===== src/rtl/ex2_sweep_pkg.sv =====
// ex2_sweep_pkg: shared state encoding, default sizing and vector-count helper for the sweep checker
package ex2_sweep_pkg;
  typedef enum logic [1:0] {IDLE, WAIT, CHECK, DONE} state_t;
  localparam int W_DEF = 2;
  localparam int SETTLE_DEF = 1;
  function automatic int unsigned num_vecs(input int unsigned w);
    return 32'd1 << (2 * w);
  endfunction
endpackage


===== src/rtl/ex2_sweep_ctrl_if.sv =====
// ex2_sweep_ctrl_if: control, result and DUT/reference operand bus of the sweep checker
interface ex2_sweep_ctrl_if import ex2_sweep_pkg::*; #(parameter int W = W_DEF);
  logic start;
  logic [W-1:0] a_o, b_o, y_dut, y_ref;
  logic busy, done, pass, fail_valid;
  logic [2*W:0] err_cnt;
  logic [2*W-1:0] fail_vec;
  modport master (input start, y_dut, y_ref,
                  output a_o, b_o, busy, done, pass, err_cnt, fail_valid, fail_vec);
  modport slave (output start, y_dut, y_ref,
                 input a_o, b_o, busy, done, pass, err_cnt, fail_valid, fail_vec);
endinterface


===== src/rtl/sweep_vec_gen.sv =====
// sweep_vec_gen: ascending {a,b} vector counter with clear, increment and last-vector flag
module sweep_vec_gen import ex2_sweep_pkg::*; #(parameter int W = W_DEF) (
  input  logic clk,
  input  logic rst_n,
  input  logic clr,
  input  logic inc,
  output logic [2*W-1:0] vec,
  output logic last
);
  logic [2*W:0] cnt;
  always_ff @(posedge clk or negedge rst_n)
    if (!rst_n) cnt <= '0;
    else cnt <= clr ? '0 : inc ? cnt + 1'b1 : cnt;
  assign vec = cnt[2*W-1:0];
  assign last = cnt == (2*W+1)'(num_vecs(W) - 1);
endmodule


===== src/rtl/ex2_sweep_ctrl.sv =====
// ex2_sweep_ctrl: exhaustive {a,b} sweep comparing a DUT against a reference copy.
// Define SWEEP_STOP_ON_FAIL_EN to end the sweep at the first mismatching vector.
module ex2_sweep_ctrl import ex2_sweep_pkg::*; #(
  parameter int W = W_DEF,
  parameter int SETTLE = SETTLE_DEF
) (
  input logic clk,
  input logic rst_n,
  ex2_sweep_ctrl_if.master m
);
  localparam int CW = SETTLE > 1 ? $clog2(SETTLE) : 1;
  localparam state_t NXT = SETTLE == 0 ? CHECK : WAIT;
  state_t state;
  logic [CW-1:0] cnt;
  logic [2*W-1:0] vec;
  logic last, miss, stop, clr, inc;
  assign miss = m.y_dut != m.y_ref;
`ifdef SWEEP_STOP_ON_FAIL_EN
  assign stop = miss;
`else
  assign stop = 1'b0;
`endif
  assign clr = state == IDLE && m.start;
  assign inc = state == CHECK && !last && !stop;
  sweep_vec_gen #(.W(W)) u_vec (.clk, .rst_n, .clr, .inc, .vec, .last);
  assign {m.a_o, m.b_o} = vec;
  // The settle window is WAIT plus the CHECK cycle, so WAIT lasts SETTLE cycles.
  always_ff @(posedge clk or negedge rst_n)
    if (!rst_n) begin
      state <= IDLE;
      cnt <= '0;
      m.busy <= 1'b0;
      m.done <= 1'b0;
      m.pass <= 1'b0;
      m.err_cnt <= '0;
      m.fail_valid <= 1'b0;
      m.fail_vec <= '0;
    end else begin
      m.done <= 1'b0;
      case (state)
        IDLE: if (m.start) begin
          state <= NXT;
          cnt <= CW'(SETTLE - 1);
          m.busy <= 1'b1;
          m.pass <= 1'b0;
          m.err_cnt <= '0;
          m.fail_valid <= 1'b0;
          m.fail_vec <= '0;
        end
        WAIT: if (cnt == '0) state <= CHECK; else cnt <= cnt - 1'b1;
        CHECK: begin
          if (miss) begin
            m.err_cnt <= m.err_cnt + 1'b1;
            if (!m.fail_valid) begin
              m.fail_valid <= 1'b1;
              m.fail_vec <= vec;
            end
          end
          if (last || stop) begin
            state <= DONE;
            m.busy <= 1'b0;
            m.done <= 1'b1;
            m.pass <= !miss && m.err_cnt == '0;
          end else begin
            state <= NXT;
            cnt <= CW'(SETTLE - 1);
          end
        end
        DONE: state <= IDLE;
      endcase
    end
endmodule


===== src/flat_wrapper.sv =====
// flat-port wrapper written by rule: the top's interface ports become plain ports
module ex2_sweep_ctrl_flat import ex2_sweep_pkg::*;
#(
  parameter int W = W_DEF,
  parameter int SETTLE = SETTLE_DEF
)
  (clk, rst_n, m_start, m_y_dut, m_y_ref, m_a_o, m_b_o, m_busy, m_done, m_pass, m_err_cnt, m_fail_valid, m_fail_vec);
  ex2_sweep_ctrl_if #(.W(W)) m_i ();
  input logic clk;
  input logic rst_n;
  input wire logic [$bits(m_i.start)-1:0] m_start;
  input wire logic [$bits(m_i.y_dut)-1:0] m_y_dut;
  input wire logic [$bits(m_i.y_ref)-1:0] m_y_ref;
  output wire logic [$bits(m_i.a_o)-1:0] m_a_o;
  output wire logic [$bits(m_i.b_o)-1:0] m_b_o;
  output wire logic [$bits(m_i.busy)-1:0] m_busy;
  output wire logic [$bits(m_i.done)-1:0] m_done;
  output wire logic [$bits(m_i.pass)-1:0] m_pass;
  output wire logic [$bits(m_i.err_cnt)-1:0] m_err_cnt;
  output wire logic [$bits(m_i.fail_valid)-1:0] m_fail_valid;
  output wire logic [$bits(m_i.fail_vec)-1:0] m_fail_vec;
  assign m_i.start = m_start;
  assign m_i.y_dut = m_y_dut;
  assign m_i.y_ref = m_y_ref;
  assign m_a_o = m_i.a_o;
  assign m_b_o = m_i.b_o;
  assign m_busy = m_i.busy;
  assign m_done = m_i.done;
  assign m_pass = m_i.pass;
  assign m_err_cnt = m_i.err_cnt;
  assign m_fail_valid = m_i.fail_valid;
  assign m_fail_vec = m_i.fail_vec;
  ex2_sweep_ctrl #(.W(W), .SETTLE(SETTLE)) u_core (.clk(clk), .rst_n(rst_n), .m(m_i));
endmodule

===== config.mk =====
export PLATFORM = sky130hd
export DESIGN_NAME = ex2_sweep_ctrl_flat
export DESIGN_NICKNAME = d
export VERILOG_FILES = /design/src/rtl/ex2_sweep_pkg.sv /design/src/rtl/ex2_sweep_ctrl_if.sv /design/src/rtl/sweep_vec_gen.sv /design/src/rtl/ex2_sweep_ctrl.sv /design/src/flat_wrapper.sv
export SDC_FILE = /design/constraint.sdc
export NUM_CORES = 1
export LEC_CHECK = 0
export BUFFER_PORTS_ARGS = -buffer_cell sky130_fd_sc_hd__buf_2
export CORE_MARGIN = 1
export CORE_UTILIZATION = 25
export DETAILED_ROUTE_END_ITERATION = 10
export GPL_TIMING_DRIVEN = 0
export HOLD_SLACK_MARGIN = 0.08
export SLEW_MARGIN = 20
export SYNTH_ARGS = -nofsm -noshare
export SYNTH_HDL_FRONTEND = slang
export SYNTH_SLANG_ARGS = --single-unit

===== constraint.sdc =====
create_clock -name clk -period 1.9 [get_ports clk]
set_input_delay 0.285 -clock clk [delete_from_list [all_inputs] [get_ports clk]]
set_output_delay 0.285 -clock clk [all_outputs]
set_load 0.005 [all_outputs]

==> metrics, run 1 <==
CTS max path bufs=2; CP max-delay cell=dfrtp_2; area growth from synthesis to layout=25.64%; initial core utilization=roughly 27%; pre-CTS setup slack=roughly 1.4 ps; CP required=between 2000 and 2500 ps; GRT overflow=0; layout cells sized above 1=a little over a third; Die H=65.87 µm; IO Port Bufs=23; maximum capacitance violations=0; CP top delay family=adder cells; CTS tree=yes; final setup vio count=0; Worst Path Arrival=~1900 ps; clk sinks=20; worst hold slack=roughly 370 ps; average wire per standard cell=about 12 µm; Slew Limit Headroom=a little over two thirds; VDD IR max=589.5 µV; Clock Latency Late Sink=260 ps; status=finished clean; worst min-delay path class=input port to register; WS Path Type=register to register; initial antenna violation count=0; final WL=approximately 2200 µm; largest net degree at the start of global routing=21; DRC Markers=0; first-pass GRT wire length=about 3800 µm; Finished Cell Area=approximately 1300 µm²; CP Launch Type=register; TritonRoute pass-1 iters=3; Ys Warns=0; register area share after synthesis=between 40% and 50%; setup TNS=0 ps; # IOs=24; Post-Syn Nets=approximately 110; crit path cell chain=ha_1, and3_1, ha_2, inv_2, a21oi_1, a31o_2, a22o_1; most frequent cells in the layout=buf_2, dfrtp_1, nand2_1, inv_1; crit share post-route=around 93%; Post-Syn Instances=97; Avg Synthesized Cell Area=10.51 µm²; Routed Antenna Nets=0; Std-Cell Rows=22; max-slew violation count=0; fmax=roughly 0.57 GHz; commonest non-fill, non-tap cell in the layout=buf_2; Reg clk slew, reported paths=70 ps; DIE AREA=around 4300 µm²; CP Capture Type=register; CTS buffer count=3; diodes inserted=0; Slew @ Worst Pin=457.9 ps; CP max FO=7; RD Place Congestion=about 0.88; Yosys reg bits=20; final clock skew=between 1.5 and 2 ps; core footprint=3799 µm²; max incr delay on CP=between 400 and 500 ps; RSZ-0062 raised after global routing=no; Mapped Area=between 1000 and 1500 µm²; Die X=approximately 66 µm; Placed Area=approximately 1200 µm²; Static Leak=just over 0.6 nW; DR vias=a little over 800; Final Hold Viols=0; min setup slack post-route=~130 ps; # fillers=410; largest area contributor in the netlist=dfrtp_1; H-tree depth=1; Post-DP HPWL=~1600 µm; Final nets=approximately 140; Inst Count DP=around 170; DR vias/cell=4.728; postcts setup bufs=0; fin crit period=~1800 ps; Synth top area share=49.08%; crit path buf inv count=1; total track usage=between 10% and 20%; top cells by area, synth=dfrtp_1, ha_1, a22o_1; Clk Tree Root Cell=clkbuf_8; post-route non-filler standard cell count=173; vias in the first global route=a little over 800; initial drt markers=18; count of cell types in the netlist=33; Power Dens Cells=around 1300 nW/µm²
repair_timing:
action,4_1_cts,5_1_grt
hold endpoints to repair,20,0
endpoints found under the setup margin,1,3
resized for setup,1,3
hold buffers,1,0
cells by family after synthesis:
kind of cell | after synthesis | synth area share, %
muxes | 4 | 4.172
buffers and inverters | 14 | 7.484
and+or+nand+nor | 23 | 11.17
AOI/OAI and AO/OA | 30 | 21.47
DFF | 20 | 49.08
adders and majority gates | 4 | 4.908
xor gates and xnor gates | 2 | 1.718
metal layers:
| metal | global-route usage, % | wire length, µm | vias up |
|---|---|---|---|
| li1 | - | - | 411 |
| met1 | 14.87 | 1076 | 386 |
| met2 | 18.88 | 988 | 21 |
| met3 | 3.103 | 90 | 0 |
| met4 | 1.630 | 0 | 0 |
| met5 | 0 | 0 | - |
stage by stage:
| step | util, % | total power, mW |
|---|---|---|
| final | 33.73 | 1.623 |
| after global routing | 33.73 | 1.754 |
| after CTS | 33.63 | 1.651 |
| after detailed placement | 31.46 | 1.213 |
| after global placement | 31.46 | 1.189 |
| after floorplan | - | 1.013 |
registers in the layout, indices dropped and copies added (netlist names):
signal and flops:
u_core.m.fail_valid 1, u_core.m.done 1, u_core.m.err_cnt 5, u_core.m.busy 1, u_core.m.fail_vec 4, u_core.u_vec.cnt 5
u_core.m.pass 1, u_core.state 2
synthesized netlist by cell type:
cell type,n
nor2_1,4
o211ai_1,2
a21oi_2,1
nor3_1,2
o311ai_0,1
and2_4,1
a21oi_1,4
and3_1,1
nand2b_1,1
o41ai_1,1
a32o_1,4
dfrtp_1,20
buf_2,1
buf_4,4
o21ai_0,5
a22o_1,5
mux2_2,2
a21o_1,1
nand2_1,7
o21bai_1,1
xnor2_1,2
buf_6,1
inv_1,7
inv_2,1
nand4_1,1
nand3_1,4
o21ai_2,1
ha_1,4
or4_1,2
o22ai_1,1
o21ai_1,2
mux2i_1,2
a31o_2,1
layout make-up:
cell class | count | area, µm² | share of cell area, %
buffer | 6 | 46.29 | 3.613
inverter | 8 | 30.03 | 2.344
clock buffer | 3 | 41.29 | 3.223
sequential | 20 | 503.0 | 39.26
clock inverter | 1 | 30.03 | 2.344
multi-input combinational | 63 | 445.4 | 34.77
tap | 48 | 60.06 | 4.687
timing repair buffer | 24 | 125.1 | 9.766
worst paths after layout:
check / slack, ps / cells after the start / end / start
max reg2reg: 130 / 7 / u_core.u_vec.cnt[2]$_DFFE_PN0P_ / u_core.u_vec.cnt[0]$_DFFE_PN0P_
max in group asynchronous: 1060 / 2 / u_core.u_vec.cnt[1]$_DFFE_PN0P_ / rst_n
min: 370 / 3 / u_core.m.busy$_DFFE_PN0P_ / m_start
min in group asynchronous: 500 / 2 / u_core.m.err_cnt[2]$_DFFE_PN0P_ / rst_n
min reg2reg: 490 / 1 / u_core.m.fail_vec[2]$_DFFE_PN0P_ / u_core.m.fail_vec[2]$_DFFE_PN0P_
max: 130 / 7 / u_core.u_vec.cnt[2]$_DFFE_PN0P_ / u_core.u_vec.cnt[0]$_DFFE_PN0P_
where the power goes:
group / leakage (nW) / switching (mW) / total, mW / internal, mW
Combinational: 0.327 / 0.280 / 0.563 / 0.283
Clock: 0.0357 / 0.139 / 0.420 / 0.281
Sequential: 0.261 / 0.107 / 0.640 / 0.532
worst min-delay path, delay by kind of cell:
| family | cells | cell delay (ps) |
|---|---|---|
| buffers and inverters | 1 | 110 |
| AOI/OAI and AO/OA | 2 | 200 |
Note: power is estimated with default switching activity, not from simulation.
==> run 2: changes to the inputs <==
--- a/config.mk
+++ b/config.mk
@@ -5,6 +5,7 @@
 export SDC_FILE = /design/constraint.sdc
 export NUM_CORES = 1
 export LEC_CHECK = 0
+export ABC_AREA = 1
 export BUFFER_PORTS_ARGS = -buffer_cell sky130_fd_sc_hd__buf_2
 export CORE_MARGIN = 1
 export CORE_UTILIZATION = 25
==> metrics, run 2 <==
H-tree depth=1; most frequent cells in the layout=nand2_1, buf_2, dfrtp_1, inv_1, nor2_1; Post-DP HPWL=around 1400 µm; IO Port Bufs=23; cell with the most instances after synthesis=nand2_1; largest net degree at the start of global routing=21; GRT overflow=0; Mapped Area=about 1000 µm²; average wire per standard cell=9.569 µm; Worst Path Arrival=between 1500 and 2000 ps; Final Hold Viols=0; largest area contributor in the netlist=dfrtp_1; Top Registers=u_core.m.err_cnt: 5 flops, u_core.u_vec.cnt: 5 flops, u_core.m.fail_vec: 4 flops; most common flop cell mapped by yosys=dfrtp_1; # fillers=406; maximum capacitance violations=0; initial drt markers=39; R2R Setup Slk=between 300 and 400 ps; worst hold slack=about 370 ps; Final nets=~160; post-route non-filler standard cell count=197; clk sinks=20; CP max-delay cell=dfrtp_1; Synth top area share=approximately 49%; Commonest cells post-synth=nand2_1, dfrtp_1, inv_1; worst hold path depth=3; initial antenna violation count=0; Worst Hold Endpoint=u_core.state[0]$_DFFE_PN0P_; post-layout util=approximately a third; RD Place Congestion=0.7628; Power Dens Cells=971.2 nW/µm²; DRC Markers=0; number of enable flip-flop cells after synthesis=0; Clock Latency Late Sink=260 ps; total track usage=roughly a tenth; core footprint=3771 µm²; Reg clk slew, reported paths=80 ps; Clk Tree Root Cell=clkbuf_8; VDD IR max=314.0 µV; CP Launch Type=register; R2R cell count=9; Routed Antenna Nets=0; # IOs=24; WS Path Type=register to register; CP Capture Type=register; crit path buf inv count=1; Post-Syn Instances=about 120; # resized after CTS=0; DR vias/cell=4.335; layout cells sized above 1=24.83%; HP Start=m_start; fin crit period=between 1500 and 2000 ps; Avg Synthesized Cell Area=between 8 and 9 µm²; max-slew violation count=0; Slew @ Worst Pin=approximately 460 ps; DR vias=854; first-pass GRT wire length=about 3200 µm; Power, Total=roughly 1.2 mW; TritonRoute pass-1 iters=2; Post-Syn Nets=~130; vias in the first global route=about 750; RSZ-0062 raised after global routing=no; Ys Warns=0; count of cell types in the netlist=21; Die H=between 60 and 70 µm; pre-CTS setup slack=around 330 ps; initial core utilization=a little over a quarter; fmax=between 0.6 and 0.7 GHz; setup TNS=0 ps; min setup slack post-route=between 300 and 400 ps; Die X=about 66 µm; CP max FO=8; Reg-to-Reg Start=u_core.u_vec.cnt[0]$_DFFE_PN0P_; final clock skew=4.980 ps; DIE AREA=about 4300 µm²; crit path cell chain=ha_1, nand2_1, nor2_1, ha_1, inv_1, nand2_4, nor2_1, nand2_1, and3_1; Slew Limit Headroom=a little over two thirds; area growth from synthesis to layout=25.18%; CTS buffer count=3; CTS tree=yes; crit share post-route=~83%; final WL=1885 µm; Async S/R FF share, synth=100.0%; final setup vio count=0; Placed Area=roughly 1200 µm²; Std-Cell Rows=22; CP top delay family=simple AND/OR/NAND/NOR gates; max incr delay on CP=440 ps; Static Leak=between 0.6 and 0.7 nW; status=finished clean; worst min-delay path class=input port to register; Yosys reg bits=20; diodes inserted=0; Inst Count DP=192; top cells by area, synth=dfrtp_1, nand2_1, inv_1; commonest non-fill, non-tap cell in the layout=nand2_1; CP required=2060 ps; Finished Cell Area=approximately 1300 µm²; WP depth=9; CTS max path bufs=2; register area share after synthesis=about half; capturing point of the worst reg2reg path=u_core.u_vec.cnt[3]$_DFFE_PN0P_
## run 2: cell count changes in the layout (fill, tap and decap cells not counted), sizes merged, moves of 3 or more
cell   before  now
nand2       7   37
inv         8   16
nor2        4   10
a22o        5    0
nand3       4    9
a21oi       5    1
a32o        4    0
nand4       1    4
## run 2: worst max-delay path by stage
| stage | slack, ps | end | from |
|---|---|---|---|
| after detailed placement | 330 | u_core.u_vec.cnt[3]$_DFFE_PN0P_ | u_core.u_vec.cnt[0]$_DFFE_PN0P_ |
| after CTS | 320 | u_core.u_vec.cnt[3]$_DFFE_PN0P_ | u_core.u_vec.cnt[0]$_DFFE_PN0P_ |
| after floorplan | 440 | u_core.u_vec.cnt[3]$_DFFE_PN0P_ | u_core.u_vec.cnt[0]$_DFFE_PN0P_ |
| final | 330 | u_core.u_vec.cnt[3]$_DFFE_PN0P_ | u_core.u_vec.cnt[0]$_DFFE_PN0P_ |
| after global routing | 240 | u_core.u_vec.cnt[3]$_DFFE_PN0P_ | u_core.u_vec.cnt[0]$_DFFE_PN0P_ |
| after global placement | 330 | u_core.u_vec.cnt[3]$_DFFE_PN0P_ | u_core.u_vec.cnt[0]$_DFFE_PN0P_ |
## run 2: worst min-delay path: stages
cell     delay [ps]
buf_2           110
inv_1            60
o21ai_1         110
## run 2: report_power, final
| group | internal, mW | switching [mW] |
|---|---|---|
| clock | 0.281 | 0.145 |
| sequential | 0.493 | 0.0740 |
| combinational | 0.127 | 0.118 |
| total | 0.901 | 0.337 |
## run 2: metal layers
layer	share of wire [%]	GRT usage (%)	up-vias
met3	4.4	2.414	4
li1	-	-	438
met4	2.2	5.707	0
met5	0	0	-
met1	45	11.21	398
met2	48	16.33	14
## run 2: final cells by class
class	instances	area (µm²)	share of cell area, %
multi-input cells	81	427.9	33.56
well taps	48	60.06	4.711
flip-flops and latches	20	500.5	39.25
inverters	16	60.06	4.711
repair buffers	24	125.1	9.814
clock inverters	1	30.03	2.355
plain buffers	4	30.03	2.355
clock buffers	3	41.29	3.238
## run 2: timing repair
| item | CTS | global route |
|---|---|---|
| hold buffers | 1 | 0 |
| endpoints found under the hold margin | 20 | 0 |
| buffers inserted | 0 | 0 |
## run 2: logic make-up after synthesis
group | Yosys count | synth area share, %
AOI/OAI and AO/OA | 11 | 5.528
and+or+nand+nor | 63 | 28.99
buffers and inverters | 20 | 8.845
DFF | 20 | 49.14
adders and majority gates | 4 | 4.914
xor gates and xnor gates | 3 | 2.580
==> run 3: changes to the inputs <==
==> constraint.sdc (replaced) <==
create_clock -name clk -period 1.6 [get_ports clk]
set_input_delay 0.24 -clock clk [delete_from_list [all_inputs] [get_ports clk]]
set_output_delay 0.24 -clock clk [all_outputs]
set_load 0.005 [all_outputs]
==> metrics, run 3 (synthesis gave the netlist of run 2 again) <==
Final Hold Viols=0; H-tree depth=1; min setup slack post-route=~98 ps; TritonRoute pass-1 iters=2; final clock skew=between 3 and 4 ps; maximum capacitance violations=0; area growth from synthesis to layout=28.26%; layout cells sized above 1=28.10%; Post-DP HPWL=1443 µm; Routed Antenna Nets=0; average wire per standard cell=around 9.6 µm; Top Registers=u_core.m.err_cnt: 5 flops, u_core.u_vec.cnt: 5 flops, u_core.m.fail_vec: 4 flops; pre-CTS setup slack=34.27 ps; status=finished clean; DR vias=between 800 and 900; most frequent cells in the layout=nand2_1, buf_2, dfrtp_1, inv_1, nor2_1; initial drt markers=45; CP Capture Type=register; diodes inserted=0; Die X=roughly 66 µm; DRC Markers=0; Final nets=165; CTS tree=yes; WS Path Type=register to register; core footprint=roughly 3800 µm²; worst min-delay path class=input port to register; DIE AREA=~4300 µm²; CP max FO=8; VDD IR max=around 370 µV; initial antenna violation count=0; commonest non-fill, non-tap cell in the layout=nand2_1; Slew @ Worst Pin=450.7 ps; IO Port Bufs=23; Power Dens Cells=1125 nW/µm²; setup TNS=0 ps; vias in the first global route=745; final WL=~1900 µm; max incr delay on CP=approximately 400 ps; CTS max path bufs=2; max-slew violation count=0; CP required=approximately 1800 ps; CP max-delay cell=dfrtp_1; GRT overflow=0; # IOs=24; Reg clk slew, reported paths=80 ps; worst hold slack=between 300 and 400 ps; crit path cell chain=ha_1, nand2_1, nor2_1, ha_1, inv_2, nand2_4, nor2_1, nand2_1, and3_1; fin crit period=1502 ps; CP Launch Type=register; final setup vio count=0; initial core utilization=27.01%; first-pass GRT wire length=~3200 µm; clk sinks=20; Clock Latency Late Sink=about 260 ps; largest net degree at the start of global routing=21; crit path buf inv count=1; CTS buffer count=3; CP top delay family=simple AND/OR/NAND/NOR gates; DR vias/cell=roughly 4.3; Std-Cell Rows=22; fmax=between 0.6 and 0.7 GHz; Clk Tree Root Cell=clkbuf_8; # fillers=around 400; Worst Path Arrival=1660 ps; Static Leak=between 0.7 and 0.8 nW; crit share post-route=93.85%; total track usage=9.777%; Slew Limit Headroom=69.96%; Die H=approximately 66 µm; RD Place Congestion=roughly 0.76
[run 3: through the flow]
stage	cells	power (mW)	utilization, %	cell area [µm²]
finish	201	1.469	34.64	1306
global route	201	1.570	34.64	1306
CTS	197	1.493	33.81	1275
detailed placement	192	0.9801	31.65	1194
global placement	192	0.9711	31.65	1194
floorplan	121	0.8448	-	1018
[run 3: metal layers]
metal  wire length (µm)  up-vias  global-route usage, %
met1                862      394                  11.21
li1                   -      444                      -
met4                 41        0                  5.707
met5                  0        -                      0
met2                936       14                  16.33
met3                 83        4                  2.414
[run 3: area by class of cell]
class | instances | area [µm²] | area share (%)
clock buffers | 3 | 41.29 | 3.161
flip-flops and latches | 20 | 501.7 | 38.41
plain buffers | 4 | 30.03 | 2.299
multi-input cells | 81 | 427.9 | 32.76
well taps | 48 | 60.06 | 4.598
clock inverters | 1 | 30.03 | 2.299
repair buffers | 28 | 155.1 | 11.88
inverters | 16 | 60.06 | 4.598
[run 3: timing repair]
action | CTS | global route
hold buffers | 1 | 0
endpoints found under the hold margin | 20 | 0
resized for setup | 0 | 2
endpoints found under the setup margin | 0 | 3
buffers inserted | 0 | 4
[run 3: power breakdown]
group	switching, mW	internal (mW)	leakage [nW]
Combinational	0.140	0.150	0.426
Sequential	0.0881	0.586	0.242
Clock	0.171	0.334	0.0357
[run 3: tightest hold or removal path: stages]
cell	delay [ps]
buf_2	110
inv_1	60
o21ai_1	110
[run 3: final timing paths]
check                      depth (start not counted)                                to  slack (ps)                             start
max                                                9   u_core.u_vec.cnt[3]$_DFFE_PN0P_         100   u_core.u_vec.cnt[0]$_DFFE_PN0P_
min                                                3       u_core.state[0]$_DFFE_PN0P_         320                           m_start
max reg2reg                                        9   u_core.u_vec.cnt[3]$_DFFE_PN0P_         100   u_core.u_vec.cnt[0]$_DFFE_PN0P_
min reg2reg                                        2  u_core.m.fail_vec[3]$_DFFE_PN0P_         470  u_core.m.fail_vec[3]$_DFFE_PN0P_
max in group asynchronous                          2   u_core.u_vec.cnt[1]$_DFFE_PN0P_         800                             rst_n
min in group asynchronous                          2   u_core.m.err_cnt[1]$_DFFE_PN0P_         460                             rst_n
